===== src/rtl/riscv_alu_tag_pipe.sv =====
// -----------------------------------------------------------------------------
// riscv_alu_tag_pipe
// Registered tag-propagation ALU with a one-stage valid/ready pipeline.
// Computes the destination tag from two source tags and the propagation mode,
// applies a tag-check policy, and keeps a sticky violation flag.
//
// Optional feature macro: TAG_PROP_STATS_EN
//   defined   -> saturating write/violation counters on stat_*_o
//   undefined -> stat_*_o tied to 0, no counter flops
//
// Ports:
//   clk, rst_n        clock, synchronous active-low reset
//   valid_i/ready_o   input beat handshake (ready_o is combinational)
//   operator_i        propagation mode
//   operand_a_i/_b_i  source tags
//   check_en_i        enable policy check for this beat
//   check_mask_i      forbidden tag bits
//   valid_o/ready_i   output beat handshake
//   result_o          destination tag
//   rf_enable_tag_o   tag register file write enable
//   tag_exc_o         policy violation on the output beat
//   exc_sticky_o      sticky violation flag
//   clear_sticky_i    clears sticky flag (and statistics counters)
//   stat_writes_o     tag write count
//   stat_viol_o       violation count
// -----------------------------------------------------------------------------
module riscv_alu_tag_pipe #(
    parameter int unsigned TAG_WIDTH  = 32,
    parameter int unsigned MODE_WIDTH = 3,
    parameter int unsigned CNT_WIDTH  = 16
) (
    input  logic                  clk,
    input  logic                  rst_n,
    input  logic                  valid_i,
    output logic                  ready_o,
    input  logic [MODE_WIDTH-1:0] operator_i,
    input  logic [TAG_WIDTH-1:0]  operand_a_i,
    input  logic [TAG_WIDTH-1:0]  operand_b_i,
    input  logic                  check_en_i,
    input  logic [TAG_WIDTH-1:0]  check_mask_i,
    output logic                  valid_o,
    input  logic                  ready_i,
    output logic [TAG_WIDTH-1:0]  result_o,
    output logic                  rf_enable_tag_o,
    output logic                  tag_exc_o,
    output logic                  exc_sticky_o,
    input  logic                  clear_sticky_i,
    output logic [CNT_WIDTH-1:0]  stat_writes_o,
    output logic [CNT_WIDTH-1:0]  stat_viol_o
);

    localparam logic [MODE_WIDTH-1:0] MODE_OLD    = MODE_WIDTH'(0);
    localparam logic [MODE_WIDTH-1:0] MODE_AND    = MODE_WIDTH'(1);
    localparam logic [MODE_WIDTH-1:0] MODE_OR     = MODE_WIDTH'(2);
    localparam logic [MODE_WIDTH-1:0] MODE_CLEAR  = MODE_WIDTH'(3);
    localparam logic [MODE_WIDTH-1:0] MODE_XOR    = MODE_WIDTH'(4);
    localparam logic [MODE_WIDTH-1:0] MODE_SET    = MODE_WIDTH'(5);
    localparam logic [MODE_WIDTH-1:0] MODE_PASS_A = MODE_WIDTH'(6);
    localparam logic [MODE_WIDTH-1:0] MODE_PASS_B = MODE_WIDTH'(7);

    // Combinational ALU result for the beat presented at the input
    logic [TAG_WIDTH-1:0] res_c;
    logic                 wen_c;
    logic                 exc_c;

    // Output stage registers
    logic                 valid_q,  valid_d;
    logic [TAG_WIDTH-1:0] result_q, result_d;
    logic                 wen_q,    wen_d;
    logic                 exc_q,    exc_d;
    logic                 sticky_q, sticky_d;

    logic accept;
    logic out_hs;

    // Mode decode; unknown codes behave like OLD (no write)
    always_comb begin
        res_c = '0;
        wen_c = 1'b1;
        case (operator_i)
            MODE_OLD:    wen_c = 1'b0;
            MODE_AND:    res_c = operand_a_i & operand_b_i;
            MODE_OR:     res_c = operand_a_i | operand_b_i;
            MODE_CLEAR:  res_c = '0;
            MODE_XOR:    res_c = operand_a_i ^ operand_b_i;
            MODE_SET:    res_c = '1;
            MODE_PASS_A: res_c = operand_a_i;
            MODE_PASS_B: res_c = operand_b_i;
            default:     wen_c = 1'b0;
        endcase
        exc_c = check_en_i && wen_c && ((res_c & check_mask_i) != '0);
    end

    // Handshake
    assign ready_o = !valid_q || ready_i;
    assign accept  = valid_i && ready_o;
    assign out_hs  = valid_q && ready_i;

    // Next state of the output stage and sticky flag
    always_comb begin
        valid_d  = valid_q;
        result_d = result_q;
        wen_d    = wen_q;
        exc_d    = exc_q;
        sticky_d = sticky_q;

        if (accept) begin
            valid_d  = 1'b1;
            result_d = res_c;
            wen_d    = wen_c;
            exc_d    = exc_c;
        end else if (ready_i) begin
            // Beat drained with nothing behind it: return outputs to idle
            valid_d  = 1'b0;
            result_d = '0;
            wen_d    = 1'b0;
            exc_d    = 1'b0;
        end

        // Set has priority over clear
        if (clear_sticky_i) begin
            sticky_d = 1'b0;
        end
        if (out_hs && exc_q) begin
            sticky_d = 1'b1;
        end
    end

    always_ff @(posedge clk) begin
        if (!rst_n) begin
            valid_q  <= 1'b0;
            result_q <= '0;
            wen_q    <= 1'b0;
            exc_q    <= 1'b0;
            sticky_q <= 1'b0;
        end else begin
            valid_q  <= valid_d;
            result_q <= result_d;
            wen_q    <= wen_d;
            exc_q    <= exc_d;
            sticky_q <= sticky_d;
        end
    end

    assign valid_o         = valid_q;
    assign result_o        = result_q;
    assign rf_enable_tag_o = wen_q;
    assign tag_exc_o       = exc_q;
    assign exc_sticky_o    = sticky_q;

`ifdef TAG_PROP_STATS_EN
    logic [CNT_WIDTH-1:0] writes_q, writes_d;
    logic [CNT_WIDTH-1:0] viol_q,   viol_d;

    // Saturating counters; an increment in the clearing cycle restarts at 1
    always_comb begin
        writes_d = writes_q;
        viol_d   = viol_q;

        if (out_hs && wen_q) begin
            if (clear_sticky_i) begin
                writes_d = CNT_WIDTH'(1);
            end else if (writes_q != '1) begin
                writes_d = writes_q + CNT_WIDTH'(1);
            end
        end else if (clear_sticky_i) begin
            writes_d = '0;
        end

        if (out_hs && exc_q) begin
            if (clear_sticky_i) begin
                viol_d = CNT_WIDTH'(1);
            end else if (viol_q != '1) begin
                viol_d = viol_q + CNT_WIDTH'(1);
            end
        end else if (clear_sticky_i) begin
            viol_d = '0;
        end
    end

    always_ff @(posedge clk) begin
        if (!rst_n) begin
            writes_q <= '0;
            viol_q   <= '0;
        end else begin
            writes_q <= writes_d;
            viol_q   <= viol_d;
        end
    end

    assign stat_writes_o = writes_q;
    assign stat_viol_o   = viol_q;
`else
    assign stat_writes_o = '0;
    assign stat_viol_o   = '0;
`endif

endmodule


===== config.mk =====
export PLATFORM = sky130hd
export DESIGN_NAME = riscv_alu_tag_pipe
export DESIGN_NICKNAME = d
export VERILOG_FILES = /design/src/rtl/riscv_alu_tag_pipe.sv
export SDC_FILE = /design/constraint.sdc
export NUM_CORES = 1
export LEC_CHECK = 0
export ABC_AREA = 0
export CAP_MARGIN = 20
export CELL_PAD_IN_SITES_DETAIL_PLACEMENT = 2
export CELL_PAD_IN_SITES_GLOBAL_PLACEMENT = 2
export CORE_ASPECT_RATIO = 0.75
export CORE_UTILIZATION = 25
export CTS_CLUSTER_SIZE = 25
export DETAILED_ROUTE_END_ITERATION = 6
export PLACE_DENSITY = 0.94
export SLEW_MARGIN = 20
export SYNTH_ARGS = -nofsm -noshare
export SYNTH_HDL_FRONTEND = slang
export SYNTH_SLANG_ARGS = --single-unit

===== constraint.sdc =====
create_clock -name clk -period 3.9 [get_ports clk]
set_input_delay 1.17 -clock clk [delete_from_list [all_inputs] [get_ports clk]]
set_output_delay 1.17 -clock clk [all_outputs]
set_load 0.005 [all_outputs]

==> impl_metrics.env <==
export IMPL_status="finished, final reports clean"
export IMPL_synth_cell_types=69
export IMPL_start_util=0.2585
export IMPL_dominantRegCellSynth="dfxtp_1"
export IMPL_powerDensity_mw_per_mm2=233.3
export IMPL_wirelength_um=20150
export IMPL_synth_top_area_share=0.1739
export IMPL_grt_pass1_vias=5322
export IMPL_worst_setup_path_start_kind="input pin"
export IMPL_clock_fmax_ghz=0.2792
export IMPL_syn_to_final_growth_pct=37.36
export IMPL_required_ps=2730
export IMPL_critPathKind="input pin to primary output"
export IMPL_drcViolationCount=0
export IMPL_fin_util=0.3550
export IMPL_crit_path_start="ready_i"
export IMPL_tightest_slew_ps=1091
export IMPL_portBuffers=141
export IMPL_rr_startpoint="valid_o$_SDFFE_PN0P_"
export IMPL_min_path_type="register to register"
export IMPL_setup_violations_final=0
export IMPL_grt_pass1_wl_um=30950
export IMPL_drive_gt1_frac=0.09517
export IMPL_slew_limit_headroom=0.2707
export IMPL_place_ws_ps=47.85
export IMPL_die_y_um=119.5
export IMPL_io_pins=174
export IMPL_finalSetupTns_ps=0
export IMPL_crit_path_frequent_cell="clkdlybuf4s50_1"
export IMPL_num_vias=4807
export IMPL_hold_buffers=0
export IMPL_grt_overflow_total=0
export IMPL_die_area_mm2=0.01897
export IMPL_syn_avg_cell_area_um2=7.994
export IMPL_wl_per_cell_um=21.30
export IMPL_gp_congestion=0.8052
export IMPL_setup_ws_ps=318.7
export IMPL_synth_area_top_cells="ha_1 (17%), dfxtp_1 (16%), inv_1 (6.6%), buf_4 (5.5%), mux2_2 (4.4%)"
export IMPL_dieWidth_um=158.7
export IMPL_first_pass_iters=4
export IMPL_final_hold_violation_count=0
export IMPL_rsz0062_at_grt="no"
export IMPL_cts_num_sinks=36
export IMPL_final_cell_mix="clkdlybuf4s50_1 (138), inv_1 (81), ha_1 (64)"
export IMPL_insertion_delay_ps=290
export IMPL_synth_largest_area_cell="ha_1"
export IMPL_viasPerCell=5.081
export IMPL_cp_max_fo=4
export IMPL_cts_resized=0
export IMPL_h_tree_depth=2
export IMPL_drt_initial_drc_count=212
export IMPL_register_area_um2=720.7
export IMPL_final_max_slew_viol_count=0
export IMPL_multi_input_comb_area_mm2=0.003217
export IMPL_endpoint_kind="primary output"
export IMPL_synthCells=576
export IMPL_async_flop_share=0
export IMPL_drtAntennaViolNets=0
export IMPL_final_common_cell="clkdlybuf4s50_1"
export IMPL_synth_edf_count=0
export IMPL_path_clk_slew_ps=60
export IMPL_leakagePower_nw=2.760
export IMPL_yosys_warnings=0
export IMPL_clockBufferDepth=2
export IMPL_cts_setup_buffers=0
export IMPL_dp_hpwl_um=16330
export IMPL_grt_max_degree=36
export IMPL_ir_drop_mv=0.1344
export IMPL_power_w=0.001476
export IMPL_timing_max_cap_violations=0
export IMPL_fill_cells=2014
export IMPL_period_share=0.9183
export IMPL_synth_seq_cells=36
export IMPL_skew_ps=3.015
export IMPL_fp_row_count=42
export IMPL_fin_nets=872
export IMPL_final_min_clock_period_ps=3581
export IMPL_r2r_setup_slack_ps=2260
export IMPL_track_usage=0.2113
export IMPL_yosysSeqAreaShare=0.1565
export IMPL_path_cells="clkdlybuf4s50_1 -> nand2b_1 -> clkdlybuf4s50_1"
export IMPL_cp_slowest_cell="clkdlybuf4s50_1"
export IMPL_cts_root_buf="clkbuf_16"
export IMPL_min_from="result_o[5]$_SDFFE_PN0P_"
export IMPL_core_mm2=0.01781
export IMPL_antenna_cells=0
export IMPL_worstPathArrival_ps=2410
export IMPL_antenna_found_initial=2
export IMPL_cts_tree="done"
export IMPL_synth_area_mm2=0.004604
export IMPL_cts_buffers=5
export IMPL_max_stage_delay_ps=530
[critical path, delay by kind of cell]
family                 cells  cell delay (ps)
buffers and inverters      2             1050
and+or+nand+nor            1              190
[synth_stat cells (all sizes together), types with 3 or more instances]
cell and count:
a2bb2oi 7, o2111ai 8, o22ai 11, o21a 3, buf 57, o21ai 32
a32oi 9, nand2 26, o221a 5, and2 3, o211a 3, a211oi 4
o311ai 3, clkbuf 20, and3b 4, inv 82, ha 64, dfxtp 36
or3 3, mux2i 8, nand3 5, o311a 4, a21boi 8, nand3b 11
a21oi 19, nor3b 14, o211ai 15, nor2 13, mux2 23, o2bb2ai 7
nor2b 21, a31oi 8, a221oi 4, o221ai 8
[power breakdown]
| part | internal, W | switching [W] | leakage [nW] |
|---|---|---|---|
| Sequential | 0.000392 | 0.0000153 | 0.297 |
| Combinational | 0.000286 | 0.000298 | 2.38 |
| Clock | 0.000301 | 0.000183 | 0.0798 |
| Total | 0.000979 | 0.000496 | 2.76 |
[flip-flops by register name, indices dropped and copies added, names as in the netlist]
signal	cells
exc_sticky_o	1
result_o	32
rf_enable_tag_o	1
tag_exc_o	1
valid_o	1
[cell families (layout without fill, tap and decap cells)]
group	after synthesis	count (layout)	synth area share
buffers and inverters	159	256	0.1701
and+or+nand+nor	115	115	0.1505
adders and majority gates	64	64	0.1739
other	1	32	0.0008144
muxes	31	31	0.07527
DFF	36	36	0.1565
AOI/OAI and AO/OA	170	170	0.2728
[through the flow]
stage	cell area, um2	hold slack, ps	std cells
2_1_floorplan	4721	469.9	607
3_3_place_gp	6157	484.4	938
3_5_place_dp	6157	495.8	938
4_1_cts	6325	508.2	946
5_1_grt	6325	531.3	946
6_report	6325	504.2	946
[final timing paths]
| kind | depth (start not counted) | endpoint |
|---|---|---|
| setup / recovery | 3 | ready_o |
| hold / removal | 2 | result_o[5]$_SDFFE_PN0P_ |
| hold reg to reg | 2 | result_o[5]$_SDFFE_PN0P_ |
| setup reg to reg | 5 | tag_exc_o$_SDFFE_PN0P_ |
[final cells by class]
class | count | share of cell area
clock buffers | 5 | 0.01978
inverters | 82 | 0.04866
well taps | 242 | 0.04787
multi-input cells | 412 | 0.5086
repair buffers | 166 | 0.2544
flip-flops and latches | 36 | 0.1139
clock inverters | 3 | 0.006726
[per-layer routing]
| metal | up-vias | wire length, um | GRT usage |
|---|---|---|---|
| li1 | 2245 | - | - |
| met1 | 2404 | 9024 | 0.2697 |
| met2 | 136 | 9774 | 0.3651 |
| met3 | 22 | 1065 | 0.04321 |
| met4 | 0 | 287 | 0.04672 |
| met5 | - | 0 | 0 |
(Power assumes the default switching activity.)
